<file path="src/rtl/sap_controller.sv">
// SAP-1 control sequencer: decodes the one-hot T-state and the latched opcode into the
// 12-bit control word, holds the halt latch and the retired-instruction counter.
// Optional T-state sanity checker: define SAP_CTRL_ONEHOT_CHK_EN.
`timescale 1ns/1ps

module sap_controller #(
   parameter int ICNT_W = 8
) (
   input  logic              clk,
   input  logic              res_n,
   input  logic [5:0]        t,
   input  logic [3:0]        ir_op,
   output logic [11:0]       con,
   output logic              hlt,
   output logic              err,
   output logic [ICNT_W-1:0] icount
);

   localparam logic [5:0] T3 = 6'b000100;
   localparam logic [5:0] T6 = 6'b100000;

   localparam logic [3:0] OP_LDA = 4'b0000;
   localparam logic [3:0] OP_ADD = 4'b0001;
   localparam logic [3:0] OP_SUB = 4'b0010;
   localparam logic [3:0] OP_OUT = 4'b1110;
   localparam logic [3:0] OP_HLT = 4'b1111;

   localparam logic [11:0] CON_CP = 12'h800;
   localparam logic [11:0] CON_EP = 12'h400;
   localparam logic [11:0] CON_LM = 12'h200;
   localparam logic [11:0] CON_CE = 12'h100;
   localparam logic [11:0] CON_LI = 12'h080;
   localparam logic [11:0] CON_EI = 12'h040;
   localparam logic [11:0] CON_LA = 12'h020;
   localparam logic [11:0] CON_EA = 12'h010;
   localparam logic [11:0] CON_SU = 12'h008;
   localparam logic [11:0] CON_EU = 12'h004;
   localparam logic [11:0] CON_LB = 12'h002;
   localparam logic [11:0] CON_LO = 12'h001;

   logic [3:0]        r_op;
   logic              r_hlt;
   logic [ICNT_W-1:0] r_icount;
   logic              w_hlt_t4;
   logic              w_force0;
   logic [11:0]       w_x4;
   logic [11:0]       w_x5;
   logic [11:0]       w_x6;
   logic [11:0]       w_con_raw;

`ifdef SAP_CTRL_ONEHOT_CHK_EN
   logic r_err;
   logic w_onehot;

   function automatic logic f_onehot(input logic [5:0] v);
      return (v != 6'b000000) && ((v & (v - 6'b000001)) == 6'b000000);
   endfunction

   assign w_onehot = f_onehot(t);
   assign w_force0 = r_hlt | r_err | ~w_onehot;
   assign err      = r_err;
`else
   assign w_force0 = r_hlt;
   assign err      = 1'b0;
`endif

   assign w_hlt_t4 = t[3] & (r_op == OP_HLT);

   // Sequencer state; everything moves on the falling edge so the datapath sees settled values.
   always_ff @(negedge clk or negedge res_n) begin
      if (!res_n) begin
         r_op     <= 4'b0000;
         r_hlt    <= 1'b0;
         r_icount <= {ICNT_W{1'b0}};
`ifdef SAP_CTRL_ONEHOT_CHK_EN
         r_err    <= 1'b0;
`endif
      end else begin
         if (t == T3) begin
            r_op <= ir_op;
         end
         if (w_hlt_t4) begin
            r_hlt <= 1'b1;
         end
         if ((t == T6) && !r_hlt) begin
            r_icount <= r_icount + ICNT_W'(1);
         end
`ifdef SAP_CTRL_ONEHOT_CHK_EN
         if (!w_onehot) begin
            r_err <= 1'b1;
         end
`endif
      end
   end

   // Execute-phase words per opcode; NOP and HLT drive nothing in T4..T6.
   always_comb begin
      w_x4 = 12'h000;
      w_x5 = 12'h000;
      w_x6 = 12'h000;
      case (r_op)
         OP_LDA: begin
            w_x4 = CON_EI | CON_LM;
            w_x5 = CON_CE | CON_LA;
         end
         OP_ADD: begin
            w_x4 = CON_EI | CON_LM;
            w_x5 = CON_CE | CON_LB;
            w_x6 = CON_LA | CON_EU;
         end
         OP_SUB: begin
            w_x4 = CON_EI | CON_LM;
            w_x5 = CON_CE | CON_LB;
            w_x6 = CON_LA | CON_SU | CON_EU;
         end
         OP_OUT: begin
            w_x4 = CON_EA | CON_LO;
         end
         default: begin
            w_x4 = 12'h000;
            w_x5 = 12'h000;
            w_x6 = 12'h000;
         end
      endcase
   end

   // Per-bit OR keeps multi-hot t meaningful when the checker is compiled out.
   assign w_con_raw = ({12{t[0]}} & (CON_EP | CON_LM))
                    | ({12{t[1]}} & CON_CP)
                    | ({12{t[2]}} & (CON_CE | CON_LI))
                    | ({12{t[3]}} & w_x4)
                    | ({12{t[4]}} & w_x5)
                    | ({12{t[5]}} & w_x6);

   assign con    = w_force0 ? 12'h000 : w_con_raw;
   assign hlt    = r_hlt | w_hlt_t4;
   assign icount = r_icount;

endmodule
</file>
<file path="config.mk">
export PLATFORM = sky130hd
export DESIGN_NAME = sap_controller
export DESIGN_NICKNAME = d
export VERILOG_FILES = /design/src/rtl/sap_controller.sv
export SDC_FILE = /design/constraint.sdc
export NUM_CORES = 1
export LEC_CHECK = 0
export CAP_MARGIN = 20
export CORE_MARGIN = 8
export CORE_UTILIZATION = 43
export DETAILED_ROUTE_END_ITERATION = 8
export HOLD_SLACK_MARGIN = 0.08
export PLACE_DENSITY = 0.9
export SYNTH_ARGS = -nofsm -noshare
export SYNTH_HDL_FRONTEND = slang
export SYNTH_SLANG_ARGS = --single-unit
</file>
<file path="constraint.sdc">
create_clock -name clk -period 2 [get_ports clk]
set_input_delay 0.4 -clock clk [delete_from_list [all_inputs] [get_ports clk]]
set_output_delay 0.4 -clock clk [all_outputs]
set_load 0.02 [all_outputs]
</file>
## Yosys cells after proc, flatten, opt, wreduce, memory -nomap -nowiden

Index checks and enable logic that the tools add are counted.

| word-level totals | value |
|---|---|
| bits of input ports | 12 |
| logic and storage cells | 29 |
| output and inout bits | 22 |
| flip-flop bits (word level) | 13 |

| cells by class | value |
|---|---|
| mux-type cells | 4 |
| eq/ne operators | 6 |
| reductions and logical operators | 5 |
| $add $sub $neg | 1 |
| bitwise operators | 10 |

Operators with widths:

| operator | number |
|---|---|
| bitwise AND 12 bit | 3 |
| OR 12 bit | 3 |
| one-hot mux 10 bit (2 select lines) | 1 |
| one-hot mux 9 bit (2 select lines) | 1 |
| two-way mux 12 bit | 1 |
| OR 11 x 12 -> 12 bit | 1 |
| OR 12 x 9 -> 12 bit | 1 |
| one-hot mux 6 bit (2 select lines) | 1 |
| adder 8 x 1 -> 8 bit, second input constant | 1 |
| == test 4 bit, second input constant | 2 |
| == test 6 x 3 -> 1 bit, second input constant | 1 |
| == test 6 bit, second input constant | 1 |
| == test 4 x 1 -> 1 bit, second input constant | 1 |
| == test 4 x 2 -> 1 bit, second input constant | 1 |
| zero test 4 bit | 1 |
| OR reduction 3 bit | 1 |
| OR reduction 2 bit | 1 |
| bitwise AND 1 bit | 1 |
| logical AND 1 bit | 1 |
| zero test 1 bit | 1 |
| OR 1 bit | 1 |

## Longest topological paths before layout

Gate-level depths: netlist (run 1).

| depth | value |
|---|---|
| word-level depth | 8 |
| depth in mapped cells | 4 |
| gate-level depth less buffers | 4 |

==> results of run 1 <==
==> metal layers <==
layer | routed length (µm) | vias to the layer above | global-route usage | part of all wire
li1 | - | 371 | - | -
met1 | 1260 | 418 | 0.155 | 0.37
met2 | 1810 | 49 | 0.298 | 0.53
met3 | 230 | 8 | 0.0510 | 0.068
met4 | 79 | 0 | 0.0168 | 0.023
met5 | 0 | - | 0 | 0
==> area by class of cell <==
cell class	instances	area [µm²]
clock buffers	4	26.3
well taps	17	21.3
multi-input cells	49	532
fillers	39	83.8
flip-flops and latches	13	325
repair buffers	69	663
==> repair_timing <==
item | CTS | global route
pin swaps | 21 | 5
buffers inserted | 11 | 6
endpoints found under the setup margin | 34 | 33
resized for setup | 166 | 15
==> worst register-to-register path: stages, from the launching register on <==
cell,delay (ns)
dfrtn_1,0.45
buf_4,0.13
buf_4,0.09
buf_4,0.11
ha_1,0.22
and2_1,0.16
nand4_1,0.13
xnor2_1,0.17
==> state kept, by name, indices dropped and copies added (netlist names) <==
name    flops
icount      8
r_op        4
r_hlt       1
==> through the flow <==
stage,cells,total power [mW],util,setup TNS [ns],hold WS (ns)
floorplan,64,0.546,-,-9.00,0.488
global placement,131,0.758,0.772,-24.23,0.421
detailed placement,131,0.774,0.772,-25.00,0.430
CTS,146,1.02,0.877,-12.66,0.536
global route,152,1.18,0.949,-15.73,0.581
finish,152,1.14,0.949,-14.65,0.561
==> power breakdown <==
| part | total [mW] | switching, mW | internal (mW) | leakage, nW |
|---|---|---|---|---|
| clock network | 0.172 | 0.0946 | 0.0775 | 0.0150 |
| logic | 0.611 | 0.268 | 0.343 | 0.590 |
| registers | 0.352 | 0.0497 | 0.302 | 0.174 |
==> cell usage after synthesis (2+ instances only) <==
cell type,instances,share of area
nand4_1,4,0.034
and3_1,5,0.043
mux2_2,5,0.077
o21bai_1,2,0.021
nand2_1,2,0.010
xnor2_1,7,0.084
nand3_1,3,0.021
buf_4,2,0.021
and2_1,3,0.026
dfrtn_1,13,0.45
nor2b_1,3,0.026
==> cells by family (layout without fill, tap and decap cells) <==
logic type / after synthesis / after routing / synth area share
AND/OR/NAND/NOR: 29 / 29 / 0.285
flip-flops: 13 / 13 / 0.446
XOR/XNOR: 8 / 8 / 0.0961
multiplexers: 6 / 6 / 0.0909
AO/OA/AOI/OAI: 4 / 4 / 0.0394
buffers and inverters: 2 / 73 / 0.0206
adder cells (fa/ha/maj): 1 / 1 / 0.0171
other: 1 / 1 / 0.00514
==> worst max-delay path by stage <==
stage	from	cells after the start	to
after global placement	r_op[1]	4	con[9]
after CTS	r_op[1]	5	con[9]
after global routing	r_op[1]	5	con[5]
final	r_op[1]	5	con[5]
after floorplan	r_op[3]	3	con[4]
after detailed placement	r_op[3]	4	con[3]
==> flow_summary.json, run 1 <==
{
  "outcome": "finished, violations left",
  "violations": "negative setup slack",
  "holdPathEnd": "icount[5]",
  "root_buffer": "clkbuf_4",
  "place_hpwl_mm": 1.73,
  "cpMostUsedCell": "buf_6",
  "globalplace.congestion": 0.843,
  "dpl_cell_area_mm2": 0.00127,
  "critPathArrivalTime_ns": 2.53,
  "power_density_mw_per_mm2": 724,
  "hold_violations": 0,
  "gr-usage-all-layers": 0.153,
  "wirelength_mm": 3.38,
  "max_stage_delay_ns": 0.50,
  "ys_types": 26,
  "max-cap-violations": 0,
  "synthesis.nets": 77,
  "clkTransAtPathRegs_ns": 0.06,
  "postCtsHoldBufs": 0,
  "critical_path.cell_chain": "buf_6 -> mux2i_1 -> o21ai_1 -> and2_4 -> buf_6",
  "yosys_most_used_dff": "dfrtn_1",
  "core_mm2": 0.00165,
  "rrSetupSlack_ns": 0.38,
  "final_max_slew_viol_count": 0,
  "clkSinkCount": 13,
  "worstSkewPairLatency_ns": 0.29,
  "whs_path_depth": 2,
  "cp_data_required_time_ns": 1.60,
  "cts_tree": "done",
  "antenna_found_initial": 0,
  "synth_area_um2": 729,
  "r2r-end": "icount[6]",
  "via_per_inst": 5.57,
  "io_pins": 34,
  "hold_path.class": "reg2reg",
  "area_growth_pct": 115,
  "die_area_mm2": 0.00327,
  "cts_made_buffers": 3,
  "ys_ff_latch": 13,
  "port_buffers": 32,
  "critPathTopFamily": "flip-flops",
  "synthArstFlopShare": 1.00,
  "critPathSlowestCell": "dfrtn_1",
  "fp.dieH_um": 57.2,
  "ys_seq_area_frac": 0.446,
  "worst-path-buf-inv": 2,
  "dr.first_iter.drc_count": 28,
  "htreeDepth": 1,
  "mostFrequentLayoutCells": "31 x buf_6, 27 x buf_4, 13 x dfrtn_1",
  "crit_path_start_kind": "register",
  "path_class": "reg2out",
  "finalInstanceArea_mm2": 0.00157,
  "final_antenna_net_count": 0,
  "yosysWarnings": 0,
  "place_ws_ns": -0.988,
  "timing.rr.start": "icount[0]",
  "rows": 15,
  "grt_overflow": 0,
  "grt_max_degree": 14,
  "cts_buffer_depth": 2,
  "grt_pass1_vias": 859,
  "nets": 149,
  "p_leak_nw": 0.779,
  "synth-edff-count": 0,
  "irDropWorstVdd_mv": 0.715,
  "die_x_um": 57.2,
  "vias": 846,
  "grt_pass1_wl_mm": 4.10,
  "n_antenna_cell": 0,
  "layout-drive-gt1-share": 0.696,
  "rr_worst_depth": 7,
  "initial_core_util": 0.442,
  "wire_per_inst_um": 22.2,
  "first_pass_iters": 4,
  "hold_path.startpoint": "icount[5]",
  "syn_inst": 64,
  "setup_viol": 33,
  "timing.final.ws_setup_ns": -0.932,
  "path_max_fanout": 3,
  "drc": 0,
  "rsz0062_at_grt": "true",
  "end_kind": "output pin",
  "syn_area_per_cell_um2": 11.4,
  "fin_worst_skew_ns": 0.00376,
  "layout_commonest_cell": "buf_6"
}
(Power assumes the default switching activity.)
==> run 2: changes to the inputs <==
--- a/config.mk
+++ b/config.mk
@@ -7,10 +7,10 @@
 export LEC_CHECK = 0
 export CAP_MARGIN = 20
 export CORE_MARGIN = 8
-export CORE_UTILIZATION = 43
+export CORE_UTILIZATION = 36
 export DETAILED_ROUTE_END_ITERATION = 8
 export HOLD_SLACK_MARGIN = 0.08
-export PLACE_DENSITY = 0.9
+export PLACE_DENSITY = 0.81
 export SYNTH_ARGS = -nofsm -noshare
 export SYNTH_HDL_FRONTEND = slang
 export SYNTH_SLANG_ARGS = --single-unit
==> constraint.sdc (replaced) <==
create_clock -name clk -period 2.48 [get_ports clk]
set_input_delay 0.496 -clock clk [delete_from_list [all_inputs] [get_ports clk]]
set_output_delay 0.496 -clock clk [all_outputs]
set_load 0.02 [all_outputs]
==> run 2 against run 1 <==
  * The flow still finishes with violations (negative setup slack)
  * Sequential power down 23%
  * Cell count up 2.0%
  * Worst setup slack gained 0.27 ns
  * Clock skew decreased by 0.0020 ns
  * Combinational power decreased by 35%
  * Via count decreased by 13%
  * Critical path depth unchanged
  * Largest cell class unchanged
  * Largest power group unchanged
  * Highest routed layer unchanged
==> flow_summary.json, run 2 (synthesis gave the netlist of run 1 again) <==
{
  "fin_worst_skew_ns": 0.00178,
  "gr-usage-all-layers": 0.129,
  "layout-drive-gt1-share": 0.664,
  "irDropWorstVdd_mv": 0.497,
  "fin_util": 0.752,
  "die_area_mm2": 0.00372,
  "outcome": "finished, violations left",
  "power_density_mw_per_mm2": 545,
  "path_class": "reg2out",
  "cts_made_buffers": 3,
  "rsz0062_at_grt": "true",
  "clkSinkCount": 13,
  "clkTransAtPathRegs_ns": 0.05,
  "grt_overflow": 0,
  "io_pins": 34,
  "final_max_slew_viol_count": 0,
  "nets": 142,
  "finalInstanceArea_mm2": 0.00146,
  "port_buffers": 32,
  "path_max_fanout": 2,
  "initial_core_util": 0.376,
  "area_growth_pct": 100,
  "vias": 735,
  "largest_reg_flops": 8,
  "p_leak_nw": 0.724,
  "final_antenna_net_count": 0,
  "grt_max_degree": 14,
  "critPathArrivalTime_ns": 2.65,
  "rows": 16,
  "place_hpwl_mm": 1.71,
  "drc": 0,
  "crit_path_start_kind": "register",
  "hold_path.class": "reg2reg",
  "grt_pass1_vias": 804,
  "globalplace.congestion": 0.763,
  "grt_pass1_wl_mm": 3.58,
  "end_kind": "output pin",
  "via_per_inst": 4.74,
  "cts_buffer_depth": 2,
  "postCtsHoldBufs": 0,
  "dr.first_iter.drc_count": 1,
  "worstSkewPairLatency_ns": 0.28,
  "fp.dieH_um": 61.0,
  "layout_commonest_cell": "buf_4",
  "violations": "negative setup slack",
  "htreeDepth": 1,
  "core_mm2": 0.00194,
  "antenna_found_initial": 0,
  "timing.final.ws_setup_ns": -0.663,
  "mostFrequentLayoutCells": "27 x buf_4, 23 x buf_6, 13 x dfrtn_1",
  "wire_per_inst_um": 14.9,
  "max-cap-violations": 0,
  "dpl_cell_area_mm2": 0.00128,
  "n_antenna_cell": 0,
  "whs_ns": 0.535,
  "die_x_um": 61.0,
  "first_pass_iters": 3,
  "hold_violations": 0,
  "wirelength_mm": 2.31,
  "cts_tree": "done",
  "p_total_mw": 0.796,
  "cp_data_required_time_ns": 1.98,
  "setup_viol": 30,
  "root_buffer": "clkbuf_4"
}
==> run 2: changes by cell type in the layout (fill, tap and decap cells not counted) <==
| cell | change |
|---|---|
| a31o_2 | +1 |
| a31o_4 | -1 |
| buf_6 | -8 |
| clkbuf_2 | +1 |
| nand3_2 | +1 |
| nand3_4 | -1 |
| nor2b_1 | +1 |
| nor2b_4 | -1 |
| o21bai_1 | +1 |
| o21bai_4 | -1 |
==> run 2: layout make-up <==
cell class	instances	area, µm²
repair buffers	62	578
multi-input cells	49	497
fillers	139	482
flip-flops and latches	13	325
well taps	27	33.8
clock buffers	4	26.3
==> run 2: routing by layer <==
metal,global-route usage,part of all wire,vias to the layer above
met5,0,0,-
met4,0.0664,0.018,0
met3,0.0459,0.094,5
met2,0.228,0.51,30
met1,0.130,0.38,341
li1,-,-,359
==> run 2: path summary, 6_finish.rpt <==
| path | from | end | slack, ns | depth (start not counted) |
|---|---|---|---|---|
| worst max-delay path | r_op[1] | con[9] | -0.66 | 5 |
| worst min-delay path | r_op[3] | r_op[3] | 0.53 | 1 |
| worst max register to register | r_hlt | icount[5] | 0.97 | 6 |
| worst min register to register | r_op[3] | r_op[3] | 0.53 | 1 |
| max in group asynchronous | res_n | r_op[1] | 0.63 | 2 |
| min in group asynchronous | res_n | icount[4] | 1.66 | 2 |
==> run 2: what timing repair did <==
item	in CTS	in global routing
setup endpoints to repair	33	33
pin swaps	20	3
buffers inserted	8	3
gates resized for setup	163	3
==> run 2: through the flow <==
stage               TNS [ns]  std cells  worst slack, ns
CTS                    -8.42        152           -0.651
detailed placement    -20.78        140           -0.827
global placement      -19.98        140           -0.775
finish                 -8.32        155           -0.663
floorplan              -5.40         64           -0.396
global route           -9.88        155           -0.716
==> run 2: worst max-delay path: stages, from the launching register on <==
cell and delay (ns):
dfrtn_1 0.44, buf_6 0.11, nand2_2 0.05, and3_4 0.17
or2_4 0.22, buf_6 0.13
==> run 2: power breakdown <==
group          switching [mW]  internal (mW)  leakage [nW]  total [mW]
registers              0.0262          0.244         0.174       0.270
clock network          0.0663         0.0624        0.0150       0.129
logic                   0.176          0.222         0.535       0.398
==> run 3: changes to the inputs <==
--- a/config.mk
+++ b/config.mk
@@ -8,6 +8,7 @@
 export CAP_MARGIN = 20
 export CORE_MARGIN = 8
 export CORE_UTILIZATION = 36
+export CTS_CLUSTER_SIZE = 14
 export DETAILED_ROUTE_END_ITERATION = 8
 export HOLD_SLACK_MARGIN = 0.08
 export PLACE_DENSITY = 0.81
==> results of run 3 <==
No change in the layout: final DEF, timing and power equal those of run 2.
